[src/rtl/svk_apb_mst_bridge_if.sv]
// APB4 bus bundle between the requester bridge (master modport) and an APB
// completer (slave modport).
interface svk_apb_mst_bridge_if #(
  parameter int ADDR_WIDTH = 32,
  parameter int DATA_WIDTH = 32,
  parameter int STRB_WIDTH = DATA_WIDTH / 8,
  parameter int USER_WIDTH = 1
);
  logic [ADDR_WIDTH-1:0] paddr;
  logic                  psel;
  logic                  penable;
  logic                  pwrite;
  logic [DATA_WIDTH-1:0] pwdata;
  logic [STRB_WIDTH-1:0] pstrb;
  logic [2:0]            pprot;
  logic [USER_WIDTH-1:0] puser;
  logic [DATA_WIDTH-1:0] prdata;
  logic                  pready;
  logic                  pslverr;

  modport master (
    output paddr, psel, penable, pwrite, pwdata, pstrb, pprot, puser,
    input  prdata, pready, pslverr
  );

  modport slave (
    input  paddr, psel, penable, pwrite, pwdata, pstrb, pprot, puser,
    output prdata, pready, pslverr
  );
endinterface

[src/rtl/svk_apb_mst_bridge.sv]
// APB4 requester: one valid/ready request becomes a SETUP/ACCESS transfer and a
// valid/ready response. Define SVK_APB_MST_TIMEOUT_EN to add the ACCESS watchdog.
module svk_apb_mst_bridge #(
  parameter int ADDR_WIDTH     = 32,
  parameter int DATA_WIDTH     = 32,
  parameter int STRB_WIDTH     = DATA_WIDTH / 8,
  parameter int USER_WIDTH     = 1,
  parameter int TIMEOUT_CYCLES = 256
) (
  input  logic                  pclk,
  input  logic                  preset,
  input  logic                  req_valid,
  output logic                  req_ready,
  input  logic                  req_write,
  input  logic [ADDR_WIDTH-1:0] req_addr,
  input  logic [DATA_WIDTH-1:0] req_wdata,
  input  logic [STRB_WIDTH-1:0] req_strb,
  input  logic [2:0]            req_prot,
  input  logic [USER_WIDTH-1:0] req_user,
  output logic                  rsp_valid,
  input  logic                  rsp_ready,
  output logic [DATA_WIDTH-1:0] rsp_rdata,
  output logic                  rsp_slverr,
  output logic                  rsp_timeout,
  svk_apb_mst_bridge_if.master  apb
);

  if (TIMEOUT_CYCLES < 2 || TIMEOUT_CYCLES > 65535) begin : g_bad_timeout
    $error("svk_apb_mst_bridge: TIMEOUT_CYCLES must be in 2..65535");
  end

  typedef enum logic [1:0] {IDLE, SETUP, ACCESS, RESP} state_e;

  state_e                state_q, state_d;
  logic [ADDR_WIDTH-1:0] paddr_q, paddr_d;
  logic                  pwrite_q, pwrite_d;
  logic [DATA_WIDTH-1:0] pwdata_q, pwdata_d;
  logic [STRB_WIDTH-1:0] pstrb_q, pstrb_d;
  logic [2:0]            pprot_q, pprot_d;
  logic [USER_WIDTH-1:0] puser_q, puser_d;
  logic                  psel_q, psel_d;
  logic                  penable_q, penable_d;
  logic                  rsp_valid_q, rsp_valid_d;
  logic [DATA_WIDTH-1:0] rsp_rdata_q, rsp_rdata_d;
  logic                  rsp_slverr_q, rsp_slverr_d;
  logic                  req_accept;
  logic                  timeout_hit;

  // Held low during reset so every output reads 0 while preset is asserted.
  assign req_ready  = ~preset & ((state_q == IDLE) | ((state_q == RESP) & rsp_ready));
  assign req_accept = req_valid & req_ready;

  always_ff @(posedge pclk or posedge preset) begin
    if (preset) begin
      state_q <= IDLE;
    end else begin
      state_q <= state_d;
    end
  end

  always_comb begin
    state_d = state_q;
    case (state_q)
      IDLE:    if (req_accept) state_d = SETUP;
      SETUP:   state_d = ACCESS;
      ACCESS:  if (apb.pready || timeout_hit) state_d = RESP;
      RESP: begin
        if (req_accept)     state_d = SETUP;
        else if (rsp_ready) state_d = IDLE;
      end
      default: state_d = IDLE;
    endcase
  end

  always_comb begin
    paddr_d      = paddr_q;
    pwrite_d     = pwrite_q;
    pwdata_d     = pwdata_q;
    pstrb_d      = pstrb_q;
    pprot_d      = pprot_q;
    puser_d      = puser_q;
    psel_d       = psel_q;
    penable_d    = penable_q;
    rsp_valid_d  = rsp_valid_q;
    rsp_rdata_d  = rsp_rdata_q;
    rsp_slverr_d = rsp_slverr_q;
    if (req_accept) begin
      paddr_d   = req_addr;
      pwrite_d  = req_write;
      pwdata_d  = req_write ? req_wdata : '0;
      pstrb_d   = req_write ? req_strb : '0;
      pprot_d   = req_prot;
      puser_d   = req_user;
      psel_d    = 1'b1;
      penable_d = 1'b0;
    end
    case (state_q)
      SETUP: penable_d = 1'b1;
      ACCESS: begin
        // A watchdog abort completes like an errored transfer with no data.
        if (apb.pready || timeout_hit) begin
          psel_d       = 1'b0;
          penable_d    = 1'b0;
          rsp_valid_d  = 1'b1;
          rsp_rdata_d  = (apb.pready && !pwrite_q) ? apb.prdata : '0;
          rsp_slverr_d = apb.pready ? apb.pslverr : 1'b1;
        end
      end
      RESP: if (rsp_ready) rsp_valid_d = 1'b0;
      default: ;
    endcase
  end

  always_ff @(posedge pclk or posedge preset) begin
    if (preset) begin
      paddr_q      <= '0;
      pwrite_q     <= 1'b0;
      pwdata_q     <= '0;
      pstrb_q      <= '0;
      pprot_q      <= '0;
      puser_q      <= '0;
      psel_q       <= 1'b0;
      penable_q    <= 1'b0;
      rsp_valid_q  <= 1'b0;
      rsp_rdata_q  <= '0;
      rsp_slverr_q <= 1'b0;
    end else begin
      paddr_q      <= paddr_d;
      pwrite_q     <= pwrite_d;
      pwdata_q     <= pwdata_d;
      pstrb_q      <= pstrb_d;
      pprot_q      <= pprot_d;
      puser_q      <= puser_d;
      psel_q       <= psel_d;
      penable_q    <= penable_d;
      rsp_valid_q  <= rsp_valid_d;
      rsp_rdata_q  <= rsp_rdata_d;
      rsp_slverr_q <= rsp_slverr_d;
    end
  end

`ifdef SVK_APB_MST_TIMEOUT_EN
  localparam logic [15:0] TIMEOUT_LIMIT = 16'(TIMEOUT_CYCLES);

  logic [15:0] wait_cnt_q, wait_cnt_d;
  logic        rsp_timeout_q, rsp_timeout_d;

  // The limit is compared against the registered count, so pready in the
  // limit cycle still wins and completes normally.
  assign timeout_hit = (state_q == ACCESS) && (wait_cnt_q == TIMEOUT_LIMIT);

  always_comb begin
    wait_cnt_d    = wait_cnt_q;
    rsp_timeout_d = rsp_timeout_q;
    if (state_q == SETUP) begin
      wait_cnt_d = '0;
    end else if (state_q == ACCESS) begin
      if (apb.pready)       rsp_timeout_d = 1'b0;
      else if (timeout_hit) rsp_timeout_d = 1'b1;
      else                  wait_cnt_d    = wait_cnt_q + 16'd1;
    end
  end

  always_ff @(posedge pclk or posedge preset) begin
    if (preset) begin
      wait_cnt_q    <= '0;
      rsp_timeout_q <= 1'b0;
    end else begin
      wait_cnt_q    <= wait_cnt_d;
      rsp_timeout_q <= rsp_timeout_d;
    end
  end

  assign rsp_timeout = rsp_timeout_q;
`else
  assign timeout_hit = 1'b0;
  assign rsp_timeout = 1'b0;
`endif

  assign rsp_valid   = rsp_valid_q;
  assign rsp_rdata   = rsp_rdata_q;
  assign rsp_slverr  = rsp_slverr_q;
  assign apb.paddr   = paddr_q;
  assign apb.psel    = psel_q;
  assign apb.penable = penable_q;
  assign apb.pwrite  = pwrite_q;
  assign apb.pwdata  = pwdata_q;
  assign apb.pstrb   = pstrb_q;
  assign apb.pprot   = pprot_q;
  assign apb.puser   = puser_q;

endmodule
[src/flat_wrapper.sv]
// flat-port wrapper written by rule: the top's interface ports become plain ports
module svk_apb_mst_bridge_flat 
#(
  parameter int ADDR_WIDTH     = 32,
  parameter int DATA_WIDTH     = 32,
  parameter int STRB_WIDTH     = DATA_WIDTH / 8,
  parameter int USER_WIDTH     = 1,
  parameter int TIMEOUT_CYCLES = 256
)
  (pclk, preset, req_valid, req_ready, req_write, req_addr, req_wdata, req_strb, req_prot, req_user, rsp_valid, rsp_ready, rsp_rdata, rsp_slverr, rsp_timeout, apb_paddr, apb_psel, apb_penable, apb_pwrite, apb_pwdata, apb_pstrb, apb_pprot, apb_puser, apb_prdata, apb_pready, apb_pslverr);
  svk_apb_mst_bridge_if #(.ADDR_WIDTH(ADDR_WIDTH), .DATA_WIDTH(DATA_WIDTH), .STRB_WIDTH(STRB_WIDTH), .USER_WIDTH(USER_WIDTH)) apb_i ();
  input  logic pclk;
  input  logic preset;
  input  logic req_valid;
  output logic req_ready;
  input  logic req_write;
  input  logic [ADDR_WIDTH-1:0] req_addr;
  input  logic [DATA_WIDTH-1:0] req_wdata;
  input  logic [STRB_WIDTH-1:0] req_strb;
  input  logic [2:0] req_prot;
  input  logic [USER_WIDTH-1:0] req_user;
  output logic rsp_valid;
  input  logic rsp_ready;
  output logic [DATA_WIDTH-1:0] rsp_rdata;
  output logic rsp_slverr;
  output logic rsp_timeout;
  output wire logic [$bits(apb_i.paddr)-1:0] apb_paddr;
  output wire logic [$bits(apb_i.psel)-1:0] apb_psel;
  output wire logic [$bits(apb_i.penable)-1:0] apb_penable;
  output wire logic [$bits(apb_i.pwrite)-1:0] apb_pwrite;
  output wire logic [$bits(apb_i.pwdata)-1:0] apb_pwdata;
  output wire logic [$bits(apb_i.pstrb)-1:0] apb_pstrb;
  output wire logic [$bits(apb_i.pprot)-1:0] apb_pprot;
  output wire logic [$bits(apb_i.puser)-1:0] apb_puser;
  input wire logic [$bits(apb_i.prdata)-1:0] apb_prdata;
  input wire logic [$bits(apb_i.pready)-1:0] apb_pready;
  input wire logic [$bits(apb_i.pslverr)-1:0] apb_pslverr;
  assign apb_paddr = apb_i.paddr;
  assign apb_psel = apb_i.psel;
  assign apb_penable = apb_i.penable;
  assign apb_pwrite = apb_i.pwrite;
  assign apb_pwdata = apb_i.pwdata;
  assign apb_pstrb = apb_i.pstrb;
  assign apb_pprot = apb_i.pprot;
  assign apb_puser = apb_i.puser;
  assign apb_i.prdata = apb_prdata;
  assign apb_i.pready = apb_pready;
  assign apb_i.pslverr = apb_pslverr;
  svk_apb_mst_bridge #(.ADDR_WIDTH(ADDR_WIDTH), .DATA_WIDTH(DATA_WIDTH), .STRB_WIDTH(STRB_WIDTH), .USER_WIDTH(USER_WIDTH), .TIMEOUT_CYCLES(TIMEOUT_CYCLES)) u_core (.pclk(pclk), .preset(preset), .req_valid(req_valid), .req_ready(req_ready), .req_write(req_write), .req_addr(req_addr), .req_wdata(req_wdata), .req_strb(req_strb), .req_prot(req_prot), .req_user(req_user), .rsp_valid(rsp_valid), .rsp_ready(rsp_ready), .rsp_rdata(rsp_rdata), .rsp_slverr(rsp_slverr), .rsp_timeout(rsp_timeout), .apb(apb_i));
endmodule
[config.mk]
export PLATFORM = sky130hd
export DESIGN_NAME = svk_apb_mst_bridge_flat
export DESIGN_NICKNAME = d
export VERILOG_FILES = /design/src/rtl/svk_apb_mst_bridge_if.sv /design/src/rtl/svk_apb_mst_bridge.sv /design/src/flat_wrapper.sv
export SDC_FILE = /design/constraint.sdc
export NUM_CORES = 1
export LEC_CHECK = 0
export ABC_AREA = 0
export CAP_MARGIN = 30
export CORE_MARGIN = 3
export CORE_UTILIZATION = 44
export CTS_CLUSTER_SIZE = 24
export DETAILED_ROUTE_END_ITERATION = 6
export HOLD_SLACK_MARGIN = 0.15
export PLACE_DENSITY = 0.85
export SLEW_MARGIN = 10
export SYNTH_ARGS = -nofsm -noshare
export SYNTH_HDL_FRONTEND = slang
export SYNTH_SLANG_ARGS = --single-unit
[constraint.sdc]
create_clock -name pclk -period 7.17 [get_ports pclk]
set_input_delay 2.151 -clock pclk [delete_from_list [all_inputs] [get_ports pclk]]
set_output_delay 2.151 -clock pclk [all_outputs]
set_load 0.1 [all_outputs]
==> reports/results.ini, run 1 <==
[status]
outcome = finished, final reports clean

[clocking]
cts_root_buffer = clkbuf_8
clock_latency_ns = 0.36
postCtsHoldBufs = 0
clock_sinks = 111
cts_setup_buffers = 0
cts_buffer_depth = 2
clk_pin_slew_ns = 0.09
numCtsBuffers = 9
cts_tree = yes
cts_resized = 0
htreeDepth = 3

[yosys]
synth.distinct_cells = 30
synth_common_cells = dfrtp_1 (111), o21ai_0 (99), nand2_1 (73)
synth_top_area_share_pct = 58.76
synth_xor_area_share_pct = 0
synth-edff-count = 0
ys.flop_type = dfrtp_1
netlist_instances = 418
avgSynthCellArea_sq_um = 11.31
yosysSeqAreaShare_pct = 58.76
synth_top_family_by_area = compound AO/OA/AOI/OAI gates
syn-num-nets = 534
synth_area_leader_cell = dfrtp_1
synth-compound-area-share_pct = 12.78
synthSimpleGateAreaFrac_pct = 11.38
async_reset_ff_share_pct = 100.0
ys_top_cells_by_area = dfrtp_1 (59%), o21ai_0 (10%), mux2_4 (9.2%), nand2_1 (5.8%), nand2b_1 (4.6%)
syn_area_sq_mm = 0.004727
muxShareOfSynthArea_pct = 11.59
synth_warnings = 0
yosysMostFrequentCell = dfrtp_1
synthAdderAreaFrac_pct = 1.323
synth_seq_cells = 111

[drt]
wl_microns = 12860
dr.pass1.iters = 4
vias = 3796
ant_nets = 0
drcViolationCount = 0
via_per_inst = 4.962
post_drt_wl_per_cell_microns = 16.81
drtIter0Drc = 231

[finish]
seqCellArea_sq_mm = 0.002778
area_growth_pct = 52.38
final.fill_count = 758
stdcell_area_sq_mm = 0.007203
finalNetCount = 740
multi_input_area_sq_mm = 0.001759
diodes = 0
drive_above_1_share_pct = 10.02

[min_path]
hold_end = u_core.rsp_rdata[30]
hold_path_depth = 2
hold_path.startpoint = u_core.rsp_rdata[30]
hold_path_class = reg2reg

[sta]
drv_slew = 0
finalCriticalPeriod_ns = 5.381
rsz0062_at_grt = no
fmax_ghz = 0.1858
slew_headroom_pct = 31.67
tns_ns = 0
period_share_pct = 75.06
hold_viol_final = 0
worstMarginPinSlew_ns = 1.022
clock_skew_ns = 0.008358
setup_viol = 0

[setup_path]
path_cells = clkdlybuf4s50_1 > a21oi_2 > nor2_1 > buf_4
critical_path.top_delay_family = buffers and inverters
cp.arrival_ns = 3.23
cp.required_ns = 5.02
cp_num_buf_inv = 2
reg2reg_to = u_core.apb.pwrite
cpPeakStageDelay_ns = 0.57
r2r_start = u_core.state_q[0]
critical_path_class = in2out
critPathCaptureType = output port
cp_num_cells = 4
worstSetupStartpointType = input port
worstRegToRegCells = 7
cp_slowest_cell = clkdlybuf4s50_1
reg2reg_setup_slack_ns = 4.55
critPathMaxFanout = 5

[die]
die-width_microns = 109.7
num_rows = 37
coreArea_sq_mm = 0.01037
start_util_pct = 45.58
io_pins = 222
dieArea_sq_mm = 0.01202
die_h_microns = 109.7

[job]
max-cap-violations = 0

[placed_design]
dpl-instance-area_sq_mm = 0.006982
dpl.hpwl_microns = 9431
io_buffer_count = 220
gp_congestion = 0.7790

[global_route]
grt_start_max_net_pins = 67
grt_overflow = 0
grt_pass1_wl_microns = 19780
grtUsageTotal_pct = 21.23
first_global_vias = 3771
antenna_found_initial = 0

## cell usage in the layout (no fill, tap or decap), types with 2 or more instances in the layout
master / count
buf_4: 3
clkbuf_1: 3
clkbuf_8: 11
clkdlybuf4s50_1: 219
dfrtp_1: 111
ha_1: 5
inv_1: 3
mux2_2: 10
mux2_4: 29
nand2_1: 72
nand2b_1: 35
nor2b_1: 2
o21ai_0: 99
o21ai_1: 6
## worst max path at each step
stage | slack, ns | from | to
floorplan | 1.25 | rsp_ready | req_ready
global route | 1.73 | rsp_ready | req_ready
detailed placement | 1.80 | rsp_ready | req_ready
CTS | 1.80 | rsp_ready | req_ready
finish | 1.79 | rsp_ready | req_ready
global placement | 1.79 | rsp_ready | req_ready
## final cells by class
| class | instances | share of cell area (%) |
|---|---|---|
| inverters | 4 | 0.2432 |
| clock inverters | 2 | 0.5385 |
| repair buffers | 225 | 31.61 |
| flip-flops and latches | 111 | 38.56 |
| clock buffers | 14 | 2.258 |
| multi-input cells | 273 | 24.42 |
| well taps | 136 | 2.362 |
## flip-flops by register name, summed over array words and instances (netlist names), 2 cells and up
name	flops
u_core.apb.pprot	3
u_core.apb.paddr	32
u_core.apb.pstrb	4
u_core.rsp_rdata	32
u_core.state_q	2
u_core.apb.pwdata	32
## worst register-to-register path: stages (launching register included)
cell,delay (ns)
dfrtp_1,0.45
inv_1,0.13
ha_1,0.27
a21oi_2,0.20
buf_4,0.39
nand2b_1,0.52
buf_16,0.22
mux2_2,0.34
## stage by stage
stage / setup slack (ns) / hold WS (ns) / std cells / util (%)
after floorplan: 1.246 / 0.5464 / 418 / -
after global placement: 1.788 / 0.4634 / 746 / 66.92
after detailed placement: 1.799 / 0.4732 / 748 / 67.33
after CTS: 1.797 / 0.4936 / 764 / 69.27
after global routing: 1.735 / 0.5145 / 765 / 69.46
final: 1.789 / 0.4907 / 765 / 69.46
## metal layers
| layer | vias up | GRT usage [%] | wire length, microns |
|---|---|---|---|
| li1 | 1810 | - | - |
| met1 | 1819 | 26.49 | 5120 |
| met2 | 150 | 36.27 | 6597 |
| met3 | 17 | 5.285 | 964 |
| met4 | 0 | 6.768 | 179 |
| met5 | - | 0 | 0 |
## logic make-up (layout without fill, tap and decap cells)
logic type	Yosys count	after routing
buf+inv	34	245
fa+ha+maj	5	5
simple gates	113	113
flops	111	111
compound gates	115	115
mux	39	39
other cells	1	1
Power of run 1 is left out: the tool's default activity adds up to more than one toggle a clock period on the data nets, which glitch-free logic cannot reach.
==> inputs of run 2 (changes only) <==
--- a/config.mk
+++ b/config.mk
@@ -8,11 +8,11 @@
 export ABC_AREA = 0
 export CAP_MARGIN = 30
 export CORE_MARGIN = 3
-export CORE_UTILIZATION = 44
+export CORE_UTILIZATION = 41
 export CTS_CLUSTER_SIZE = 24
 export DETAILED_ROUTE_END_ITERATION = 6
 export HOLD_SLACK_MARGIN = 0.15
-export PLACE_DENSITY = 0.85
+export PLACE_DENSITY = 0.8
 export SLEW_MARGIN = 10
 export SYNTH_ARGS = -nofsm -noshare
 export SYNTH_HDL_FRONTEND = slang
==> constraint.sdc (replaced) <==
create_clock -name pclk -period 5.5 [get_ports pclk]
set_input_delay 1.65 -clock pclk [delete_from_list [all_inputs] [get_ports pclk]]
set_output_delay 1.65 -clock pclk [all_outputs]
set_load 0.1 [all_outputs]
==> reports/results.ini, run 2 (same netlist as run 1, synthesis figures left out) <==
[drt]
wl_microns = 12820
drcViolationCount = 0
via_per_inst = 4.913
dr.pass1.iters = 4
drtIter0Drc = 259
post_drt_wl_per_cell_microns = 16.64
ant_nets = 0
vias = 3783

[sta]
fmax_ghz = 0.2273
slew_headroom_pct = 30.96
clock_skew_ns = 0.005415
finalCriticalPeriod_ns = 4.400
setup_viol = 0
rsz0062_at_grt = no
period_share_pct = 80.00
tns_ns = 0
hold_viol_final = 0
drv_slew = 0
worstMarginPinSlew_ns = 1.032

[setup_path]
cp_num_buf_inv = 2
critical_path_class = in2out
cp.required_ns = 3.85
cpPeakStageDelay_ns = 0.58
path_cells = clkdlybuf4s50_1 > a21oi_2 > nor2_1 > buf_12
critical_path.top_delay_family = buffers and inverters
critPathMaxFanout = 5
cp.arrival_ns = 2.75
cp_slowest_cell = clkdlybuf4s50_1
critPathCaptureType = output port
worstSetupStartpointType = input port

[placed_design]
io_buffer_count = 220
gp_congestion = 0.8020
dpl.hpwl_microns = 9633

[global_route]
gr-usage-met1_pct = 24.75
grt_start_max_net_pins = 67
first_global_vias = 3915
grtUsageTotal_pct = 19.82
globalRouteMet3Util_pct = 4.721
grt_busiest_layer = met2
grtUsageMet2_pct = 34.52
grt_pass1_wl_microns = 20310
antenna_found_initial = 0
grt_overflow = 0

[die]
num_rows = 38
coreArea_sq_mm = 0.01103
start_util_pct = 42.85
die_h_microns = 113.4
dieArea_sq_mm = 0.01285
io_pins = 222
die-width_microns = 113.4

[clocking]
clk_pin_slew_ns = 0.07
clock_latency_ns = 0.33
cts_root_buffer = clkbuf_16
numCtsBuffers = 9
cts_buffer_depth = 2
clock_sinks = 111
cts_resized = 0
postCtsHoldBufs = 0
cts_tree = yes
cts_setup_buffers = 0
htreeDepth = 3

[finish]
final_common_cell = clkdlybuf4s50_1
diodes = 0
area_growth_pct = 54.42
finalNetCount = 743
layout_common_cells = clkdlybuf4s50_1 (219), dfrtp_1 (111), o21ai_0 (99), nand2_1 (72), nand2b_1 (35)
drive_above_1_share_pct = 10.32

[status]
outcome = finished, final reports clean

[min_path]
hold_path_class = reg2reg

[job]
max-cap-violations = 0

run 2: cell count changes in the layout (fill, tap and decap cells not counted):
| cell | delta |
|---|---|
| clkbuf_1 | -1 |
| buf_16 | -1 |
| clkinv_2 | +1 |
| buf_12 | +2 |
| clkbuf_16 | +9 |
| buf_4 | +2 |
| clkinv_4 | -1 |
| bufinv_16 | -1 |
| clkbuf_8 | -9 |
run 2: layout make-up:
class	instances	area (sq um)
Fill cell	872	3731
Sequential cell	111	2778
Timing Repair Buffer	228	2305
Multi-Input combinational cell	273	1759
Clock buffer	13	260.3
Tap cell	140	175.2
Inverter	4	17.52
Clock inverter	1	5.005
run 2: final timing paths:
path,start,to,slack [ns],cells after the start
worst max-delay path,rsp_ready,req_ready,1.10,4
worst min-delay path,u_core.rsp_rdata[26],u_core.rsp_rdata[26],0.48,2
worst max register to register,u_core.state_q[0],u_core.apb.paddr[14],3.10,6
worst min register to register,u_core.rsp_rdata[26],u_core.rsp_rdata[26],0.48,2
max in group asynchronous,preset,u_core.rsp_rdata[1],2.83,4
min in group asynchronous,preset,u_core.apb.pwdata[22],1.80,2
run 2: per-layer routing:
layer,vias up,routed length (microns)
met5,-,0
met4,0,151
met3,12,816
met2,136,6582
met1,1820,5264
li1,1815,-
run 2: stage by stage:
stage / utilization (%) / instance area (sq um) / setup slack [ns] / hold WS (ns) / cells
after global placement: 63.27 / 6979 / 1.112 / 0.4628 / 753
final: 66.18 / 7300 / 1.100 / 0.4768 / 770
after detailed placement: 63.59 / 7014 / 1.109 / 0.4690 / 755
after floorplan: - / 4727 / 0.5782 / 0.5464 / 418
after CTS: 65.99 / 7279 / 1.108 / 0.4855 / 769
after global routing: 66.18 / 7300 / 1.089 / 0.5101 / 770
run 2: worst reg2reg max path, delay by kind of cell (launching register included):
family          cells  cell delay (ns)
simple gates        1             0.68
fa+ha+maj           1             0.24
flops               1             0.44
compound gates      1             0.07
mux                 1             0.44
buf+inv             2             0.42
Power of run 2 is left out for the same reason.
==> inputs of run 3 (changes only) <==
--- a/config.mk
+++ b/config.mk
@@ -8,11 +8,11 @@
 export ABC_AREA = 0
 export CAP_MARGIN = 30
 export CORE_MARGIN = 3
-export CORE_UTILIZATION = 41
+export CORE_UTILIZATION = 37
 export CTS_CLUSTER_SIZE = 24
 export DETAILED_ROUTE_END_ITERATION = 6
 export HOLD_SLACK_MARGIN = 0.15
-export PLACE_DENSITY = 0.8
+export PLACE_DENSITY = 0.76
 export SLEW_MARGIN = 10
 export SYNTH_ARGS = -nofsm -noshare
 export SYNTH_HDL_FRONTEND = slang
==> constraint.sdc (replaced) <==
create_clock -name pclk -period 4 [get_ports pclk]
set_input_delay 1.2 -clock pclk [delete_from_list [all_inputs] [get_ports pclk]]
set_output_delay 1.2 -clock pclk [all_outputs]
set_load 0.1 [all_outputs]
==> reports/results.ini, run 3 (same netlist as run 1, synthesis figures left out) <==
[status]
outcome = finished, final reports clean

[die]
num_rows = 40
die_h_microns = 119.0
coreArea_sq_mm = 0.01226
die-width_microns = 119.0
dieArea_sq_mm = 0.01417
io_pins = 222
start_util_pct = 38.55

[finish]
layout_common_cells = clkdlybuf4s50_1 (213), dfrtp_1 (111), o21ai_0 (99), nand2_1 (72), nand2b_1 (35)
utilization_pct = 60.31
final.fill_count = 1016
final_common_cell = clkdlybuf4s50_1
area_growth_pct = 56.43
finalNetCount = 743
multi_input_area_sq_mm = 0.001762
seqCellArea_sq_mm = 0.002778
fin_cells = 800
drive_above_1_share_pct = 11.87
diodes = 0

[setup_path]
critical_path_class = in2out
worstSetupStartpointType = input port
critPathMaxFanout = 5
cp.arrival_ns = 2.24
critPathCaptureType = output port
crit_start = rsp_ready
cp.required_ns = 2.80
r2r_start = u_core.state_q[0]

[sta]
fmax_ghz = 0.2909
hold_viol_final = 0
finalCriticalPeriod_ns = 3.437
hold_slack_ns = 0.4840
setup_viol = 0
drv_slew = 0
period_share_pct = 85.94
tns_ns = 0
rsz0062_at_grt = no
worstMarginPinSlew_ns = 1.018
slew_headroom_pct = 31.94
clock_skew_ns = 0.006699

[drt]
dr.pass1.iters = 5
drtIter0Drc = 265
post_drt_wl_per_cell_microns = 15.99
via_per_inst = 4.765
wl_microns = 12790
drcViolationCount = 0
vias = 3812
ant_nets = 0

[placed_design]
gp_congestion = 0.8136
dpl.hpwl_microns = 9244
dp_cells = 784
io_buffer_count = 220

[global_route]
grt_pass1_wl_microns = 20730
grt_start_max_net_pins = 112
grtUsageTotal_pct = 18.01
first_global_vias = 3910
antenna_found_initial = 0
grt_overflow = 0

[min_path]
hold_path_class = reg2reg
hold_path.startpoint = u_core.rsp_rdata[20]

[clocking]
clk_pin_slew_ns = 0.07
numCtsBuffers = 9
clock_sinks = 111
cts_root_buffer = clkbuf_16
htreeDepth = 3
cts_tree = yes
clock_latency_ns = 0.34
cts_buffer_depth = 2
cts_resized = 0
postCtsHoldBufs = 0
cts_setup_buffers = 0

[job]
max-cap-violations = 0

## run 3: cell count changes in the layout (fill, tap and decap cells not counted)
cell	before	now
buf_4	5	12
buf_8	1	0
inv_4	1	0
clkdlybuf4s50_1	219	213
clkbuf_8	2	4
clkbuf_1	2	1
clkinvlp_4	0	1
nor2_1	1	0
bufinv_16	0	2
clkinv_2	1	0
nor2_2	0	1
## run 3: layer usage
layer | wire (microns) | part of all wire, % | vias up | global-route usage [%]
met5 | 0 | 0 | - | 0
met4 | 142 | 1.1 | 0 | 4.417
met3 | 982 | 7.7 | 13 | 5.413
met2 | 6425 | 50 | 163 | 30.84
met1 | 5238 | 41 | 1822 | 22.28
li1 | - | - | 1814 | -
## run 3: final timing paths
path / end / slack, ns / cells after the start
min in group asynchronous: u_core.apb.paddr[17] / 1.48 / 3
worst min-delay path: u_core.rsp_rdata[20] / 0.48 / 2
worst max register to register: u_core.apb.pwrite / 1.68 / 7
worst max-delay path: req_ready / 0.56 / 4
max in group asynchronous: u_core.rsp_rdata[9] / 2.09 / 3
worst min register to register: u_core.rsp_rdata[20] / 0.48 / 2
## run 3: final cells by class
| type | instances | area share, % |
|---|---|---|
| Sequential cell | 111 | 37.56 |
| Timing Repair Buffer | 228 | 30.86 |
| Multi-Input combinational cell | 273 | 23.82 |
| Clock buffer | 14 | 3.841 |
| Tap cell | 168 | 2.843 |
| Clock inverter | 2 | 0.8122 |
| Inverter | 4 | 0.2538 |
## run 3: metrics by stage
stage	instance area [sq um]	setup slack [ns]
2_1_floorplan	4733	0.4371
3_3_place_gp	7051	0.5775
3_5_place_dp	7051	0.5605
4_1_cts	7395	0.5605
5_1_grt	7395	0.5049
6_report	7395	0.5625
## run 3: critical path, stage by stage
cell and delay (ns):
clkdlybuf4s50_1 0.58, a21oi_2 0.12, nor2_2 0.14, buf_12 0.19
Power of run 3 is left out for the same reason.
